**config.mk**
```make
export PLATFORM = sky130hd
export DESIGN_NAME = prom_boot_loader
export DESIGN_NICKNAME = d
export VERILOG_FILES = /design/src/rtl/prom_boot_loader_pkg.sv /design/src/rtl/prom_boot_loader.sv
export SDC_FILE = /design/constraint.sdc
export NUM_CORES = 1
export LEC_CHECK = 0
export CAP_MARGIN = 5
export CORE_ASPECT_RATIO = 0.5
export CORE_MARGIN = 4
export CORE_UTILIZATION = 48
export CTS_CLUSTER_DIAMETER = 200
export DETAILED_ROUTE_END_ITERATION = 7
export GPL_ROUTABILITY_DRIVEN = 1
export PLACE_DENSITY = 0.81
export SLEW_MARGIN = 20
export SYNTH_ARGS = -nofsm -noshare
export SYNTH_HDL_FRONTEND = slang
export SYNTH_SLANG_ARGS = --single-unit
```
**constraint.sdc**
```tcl
create_clock -name clk -period 2.85 [get_ports clk]
set_clock_uncertainty 0.2 [all_clocks]
set_input_delay 0.855 -clock clk [delete_from_list [all_inputs] [get_ports clk]]
set_output_delay 0.855 -clock clk [all_outputs]
set_load 0.02 [all_outputs]
```
**src/rtl/prom_boot_loader_pkg.sv**
```systemverilog
// ----------------------------------------------------------------------------
// prom_boot_loader_pkg
// Shared definitions for the boot PROM -> RAM copier: PROM geometry and the
// copier FSM state encoding.
// ----------------------------------------------------------------------------
package prom_boot_loader_pkg;

    localparam int PROM_WORDS = 512;
    localparam int PROM_AW    = 9;

    typedef enum logic [2:0] {
        ST_IDLE  = 3'd0,
        ST_FETCH = 3'd1,
        ST_LATCH = 3'd2,
        ST_WRITE = 3'd3,
        ST_DONE  = 3'd4
    } state_t;

endpackage

```
**src/rtl/prom_boot_loader.sv**
```systemverilog
// ----------------------------------------------------------------------------
// prom_boot_loader
// Boot-time copier from the 512x32 boot PROM into main RAM. Each word takes
// three states: FETCH (PROM address presented, PROM registers it), LATCH
// (PROM word captured into the write-data register) and WRITE (request held
// until the RAM acknowledges). The CPU is kept in reset until the whole image
// is in RAM; an additive 32-bit checksum of the acknowledged words is kept.
//
// Ports
//   clk        in   1       system clock, posedge
//   rst        in   1       synchronous active-high reset
//   start      in   1       pulse: begin a copy (honoured in IDLE and DONE)
//   prom_adr   out  9       PROM word address
//   prom_data  in   32      PROM word, valid one cycle after prom_adr
//   ram_adr    out  RAM_AW  RAM word address of the current write
//   ram_wdata  out  32      RAM write data
//   ram_we     out  1       write request, held until ram_ack
//   ram_ack    in   1       RAM accepted the write this cycle
//   busy       out  1       copy in progress
//   done       out  1       image copied (sticky until start or rst)
//   cpu_hold   out  1       1 keeps the CPU in reset; 0 only when done
//   checksum   out  32      sum mod 2^32 of the words written this copy
// ----------------------------------------------------------------------------
module prom_boot_loader
    import prom_boot_loader_pkg::*;
#(
    parameter int WORDS    = 512,
    parameter int RAM_AW   = 18,
    parameter int DST_BASE = 0
) (
    input  logic              clk,
    input  logic              rst,
    input  logic              start,
    output logic [8:0]        prom_adr,
    input  logic [31:0]       prom_data,
    output logic [RAM_AW-1:0] ram_adr,
    output logic [31:0]       ram_wdata,
    output logic              ram_we,
    input  logic              ram_ack,
    output logic              busy,
    output logic              done,
    output logic              cpu_hold,
    output logic [31:0]       checksum
);

    localparam logic [PROM_AW-1:0] LAST_CNT = PROM_AW'(WORDS - 1);
    localparam logic [RAM_AW-1:0]  DST      = RAM_AW'(DST_BASE);

    state_t             state, state_nxt;
    logic [PROM_AW-1:0] cnt, cnt_nxt;
    logic [31:0]        wdata, wdata_nxt;
    logic [31:0]        sum, sum_nxt;

    // State register: control and data alike come back to known values on rst
    always_ff @(posedge clk) begin
        if (rst) begin
            state <= ST_IDLE;
            cnt   <= '0;
            wdata <= '0;
            sum   <= '0;
        end else begin
            state <= state_nxt;
            cnt   <= cnt_nxt;
            wdata <= wdata_nxt;
            sum   <= sum_nxt;
        end
    end

    // Next-state logic
    always_comb begin
        state_nxt = state;
        cnt_nxt   = cnt;
        wdata_nxt = wdata;
        sum_nxt   = sum;
        unique case (state)
            ST_IDLE, ST_DONE: begin
                if (start) begin
                    state_nxt = ST_FETCH;
                    cnt_nxt   = '0;
                    sum_nxt   = '0;
                end
            end
            ST_FETCH: state_nxt = ST_LATCH;
            ST_LATCH: begin
                wdata_nxt = prom_data;
                state_nxt = ST_WRITE;
            end
            ST_WRITE: begin
                // ack only matters while the request is already up, i.e. here
                if (ram_ack) begin
                    sum_nxt = sum + wdata;
                    if (cnt == LAST_CNT) begin
                        state_nxt = ST_DONE;
                    end else begin
                        cnt_nxt   = cnt + PROM_AW'(1);
                        state_nxt = ST_FETCH;
                    end
                end
            end
            default: state_nxt = ST_IDLE;
        endcase
    end

    // Outputs: registers or pure state decodes, so no combinational paths
    // from inputs to outputs
    assign prom_adr  = cnt;
    assign ram_adr   = DST + RAM_AW'(cnt);
    assign ram_wdata = wdata;
    assign ram_we    = (state == ST_WRITE);
    assign busy      = (state == ST_FETCH) || (state == ST_LATCH) || (state == ST_WRITE);
    assign done      = (state == ST_DONE);
    assign cpu_hold  = (state != ST_DONE);
    assign checksum  = sum;

endmodule

```
* Yosys cells after proc, flatten, opt, wreduce, memory -nomap -nowiden *
Cells that the tools add are included.

cells by class
  $add $sub $neg = 2
  equal/unequal tests = 9
  reduce and logical (&&, ||, !) cells = 8
  mux-type cells = 11

operator list
  cell                                                                      number
  32-bit two-way mux                                                        2
  32-bit case mux with 2 select lines                                       1
  32-bit adder                                                              1
  9-bit two-way mux                                                         3
  9-bit case mux with 2 select lines                                        1
  3-bit case mux with 4 select lines                                        1
  9-bit by 1-bit adder with 9-bit output (second input constant)            1
  9-bit equality test (second input constant)                               1
  3-bit two-way mux                                                         3
  3-bit by 2-bit equality test with 1-bit output (second input constant)    2
  2-bit inequality test (second input constant)                             2
  4-bit AND reduction                                                       1
  3-bit by 1-bit equality test with 1-bit output (second input constant)    1
  3-bit equality test (second input constant)                               1
  3-bit zero test                                                           1
  3-bit inequality test (second input constant)                             1
  3-bit AND reduction                                                       1
  1-bit logical OR                                                          2
  2-bit by 1-bit inequality test with 1-bit output (second input constant)  1
  2-bit AND reduction                                                       1
  2-bit nonzero test                                                        1
  2-bit OR reduction                                                        1

storage, ports and cells
  logic and storage cells = 34
  register bits after elaboration = 76

* Depth between registers and ports, before layout *
  depth in word-level cells = 4
  depth in mapped cells = 11

* Least setup slack after synthesis *
No wires, ideal clock.

  path kind = flip-flop to flip-flop
  from = reg sum[0] (netlist: checksum[0])
  to = reg sum[30] (netlist: checksum[30])
  arrival = 2.470 ns
  stages on the path, launching flop included = 12
  buffers on the path = 0
  clock period less this slack = 2.793 ns
  setup slack = 0.057 ns
  cells stage by stage = dfxtp_1 ha_1 inv_1 fa_1 nor2b_1 o31a_1 o21ai_0 a211o_1 a2111oi_2 nor3_1 xnor2_1 o21ai_0

on the way
  cells in the longest elaborated chain, start to end = 3

RTL lines
  what                                 RTL line                source
  from (decl)                          prom_boot_loader.sv:52  logic [31:0] sum, sum_nxt;
  from (signal assigned)               prom_boot_loader.sv:65  sum <= sum_nxt;
  32-bit adder                         prom_boot_loader.sv:91  sum_nxt = sum + wdata;
  32-bit two-way mux                   prom_boot_loader.sv:90  if (ram_ack) begin
  32-bit case mux with 2 select lines  prom_boot_loader.sv:75  unique case (state)

No other way between the ends. The select of a mux whose other input is x is not followed.
A chain may end at the register's enable or synchronous reset.

* Worst setup path in the final report *
Same ends and word-level chain as after synthesis.

==> metrics <==
Seq cells post-synth 76; Synth area leader dfxtp_1; outcome complete, no violations; sequential cell area fraction in the yosys report 0.3342; total power 2.888 mW; core box area 8979 sq um; GRT met1 Usage 0.2957; first-pass GRT wire length 20130 microns; power density cells 459.9 nW/um^2; post-synthesis cell count 584; hold_buf cts 0; # DRC 0; non-filler cells, final 820; GP Congestion 0.9046; HP Class flop to flop; Initial Util 0.5071; Synth cell types 61; worst hold slack roughly 0.26 ns; wirelength, routed 12530 microns; TritonCTS clock tree built; antenna-violating nets left 0; Setup TNS 0 ns; Area contributors post-synth dfxtp_1 (33%), nand2_1 (9.2%), ha_1 (9.1%); post-layout minimum cycle time 2.763 ns; Avg Cell Area, Syn 7.796 sq um; Worst Path Max Fanout 4; Ports ~130; CTS root buffer clkbuf_16; Max-Cap Viols 0; Synth top area share 0.3342; asr flop ratio synth 0; fin crit share 0.9694; fillers ~750; Worst VDD drop 0.3463 mV; FP Rows 24; die width approximately 150 microns; DR vias/cell approximately 5.5; port buffer count 121; clock-pin slew on the worst setup and hold paths 0.06 ns; NumNets Final 768; met3 layer usage reported by global route 0.05183; die height ~77 microns; startpoint type of the worst setup path flop; Iteration-0 DRC Markers 226; per-cell routed wire length around 15 microns; Area Growth Syn to Fin 37.89%; share of layout cells above drive strength 1 0.09957; TritonCTS Buffers 9; worst skew pair latency 0.34 ns; placed cell count 800; HP Start checksum[19]; post-synthesis cell area 4553 sq um; Detailed Place HPWL 8955 microns; Max Buffers Root-to-Sink 2; Data required, critical path slightly below 3 ns; GRT busiest layer met2; pin count of the biggest net entering global routing 41; vias post-DR 4549; Final Hold Fails 0; Worst R2R Start checksum[0]; vias in the first global route 4065; Synthesis Warnings 0; Worst Setup End Kind flop; initial antenna violation count 0; number of H-tree levels 3; die area 11200 sq um; CP arrival 2.82 ns; ys flop type dfxtp_1; EDFF count, synth 0; clock sinks 76; Setup violations, final 0; GRT met2 Usage 0.3423; GRT Residual Overflow 0; CP Launch Point checksum[0]; Setup Crit Path Kind flop to flop; Leak 2.410 nW; DRT Pass-1 Iters 4; FMAX 362.0 MHz; gr usage total 0.2154; Final Core Density 0.6993; Slew Limit Fails 0; diodes inserted 0
==> state kept, by name, summed over array words and instances (netlist names) <==
| register | count |
|---|---|
| prom_adr | 9 |
| state | 3 |
| checksum | 32 |
| ram_wdata | 32 |
==> worst max-delay path, cell delays in order (launching register included) <==
cell and delay, ns:
dfxtp_2 0.35, ha_2 0.18, inv_1 0.05, fa_2 0.35
nor2b_2 0.14, o31a_1 0.21, o21ai_1 0.11, a211o_1 0.41
a2111oi_4 0.32, nor3_1 0.11, xnor2_1 0.13, o21ai_0 0.13
==> layer usage <==
layer	share of wire	wire, microns	vias to the layer above
met5	0	0	-
met2	0.45	5693	152
met1	0.46	5795	2131
met4	0.011	134	0
li1	-	-	2252
met3	0.072	903	14
==> power by group <==
part	switching [mW]	total, mW	internal, mW
clock network	0.439	1.34	0.902
logic	0.234	0.415	0.181
registers	0.0330	1.13	1.10
total	0.707	2.89	2.18
==> cell usage after synthesis, types with 4 or more instances <==
cell and number:
o21bai_1 4, nor2b_1 9, nand2b_1 11, nand2_1 111
or3_1 4, a21o_1 7, clkbuf_1 21, nor2_1 45
xor2_1 12, nand3_1 11, a21oi_1 71, a22oi_1 7
xnor2_1 13, buf_4 18, nor3_1 9, o21ai_0 28
ha_1 33, o21a_1 8, a211oi_1 7, dfxtp_1 76
inv_1 9, nand4_1 7, and3_1 5
==> path summary, 6_finish.rpt <==
| check | end | slack [ns] | depth (start not counted) |
|---|---|---|---|
| max | checksum[30] | 0.09 | 11 |
| min | checksum[19] | 0.26 | 2 |
| max reg2reg | checksum[30] | 0.09 | 11 |
| min reg2reg | checksum[19] | 0.26 | 2 |
==> cell families after synthesis <==
kind of cell | count (synthesis) | synth area share
simple gates | 226 | 0.2237
fa+ha+maj | 34 | 0.09508
flops | 76 | 0.3342
buf+inv | 54 | 0.06568
mux | 2 | 0.004672
xor+xnor | 25 | 0.04809
compound gates | 166 | 0.2278
other cells | 1 | 0.0008236
==> stage by stage <==
stage          cell area [sq um]  setup WS (ns)
2_1_floorplan               4583        0.05690
3_3_place_gp                5798         0.1064
3_5_place_dp                5798        0.03716
4_1_cts                     6150       0.008527
5_1_grt                     6279       -0.02191
6_report                    6279        0.08731
==> cell type report <==
class / count / area (sq um) / area share
Timing Repair Buffer: 140 / 1361 / 0.2168
Clock buffer: 12 / 256.5 / 0.04085
Inverter: 9 / 33.78 / 0.005381
Clock inverter: 4 / 95.09 / 0.01515
Multi-Input combinational cell: 462 / 2856 / 0.4550
Sequential cell: 76 / 1529 / 0.2435
Tap cell: 117 / 146.4 / 0.02332
==> repair_timing <==
item / CTS / global route
resized for setup: 0 / 26
buffers inserted: 0 / 4
setup endpoints to repair: 0 / 17
endpoints found under the hold margin: 0 / 0
==> placed cells by master, fill, tap and decap left out, types with 9 or more instances in the layout <==
| cell type | count |
|---|---|
| dfxtp_1 | 70 |
| conb_1 | 9 |
| buf_4 | 18 |
| a21oi_1 | 68 |
| nand2_1 | 111 |
| o21ai_0 | 25 |
| clkdlybuf4s50_1 | 120 |
| nand2b_1 | 11 |
| ha_1 | 29 |
| clkbuf_16 | 9 |
| nand3_1 | 11 |
| xnor2_1 | 13 |
| inv_1 | 9 |
| xor2_1 | 12 |
| nor2_1 | 44 |
Power figures use the tool's default switching activity.
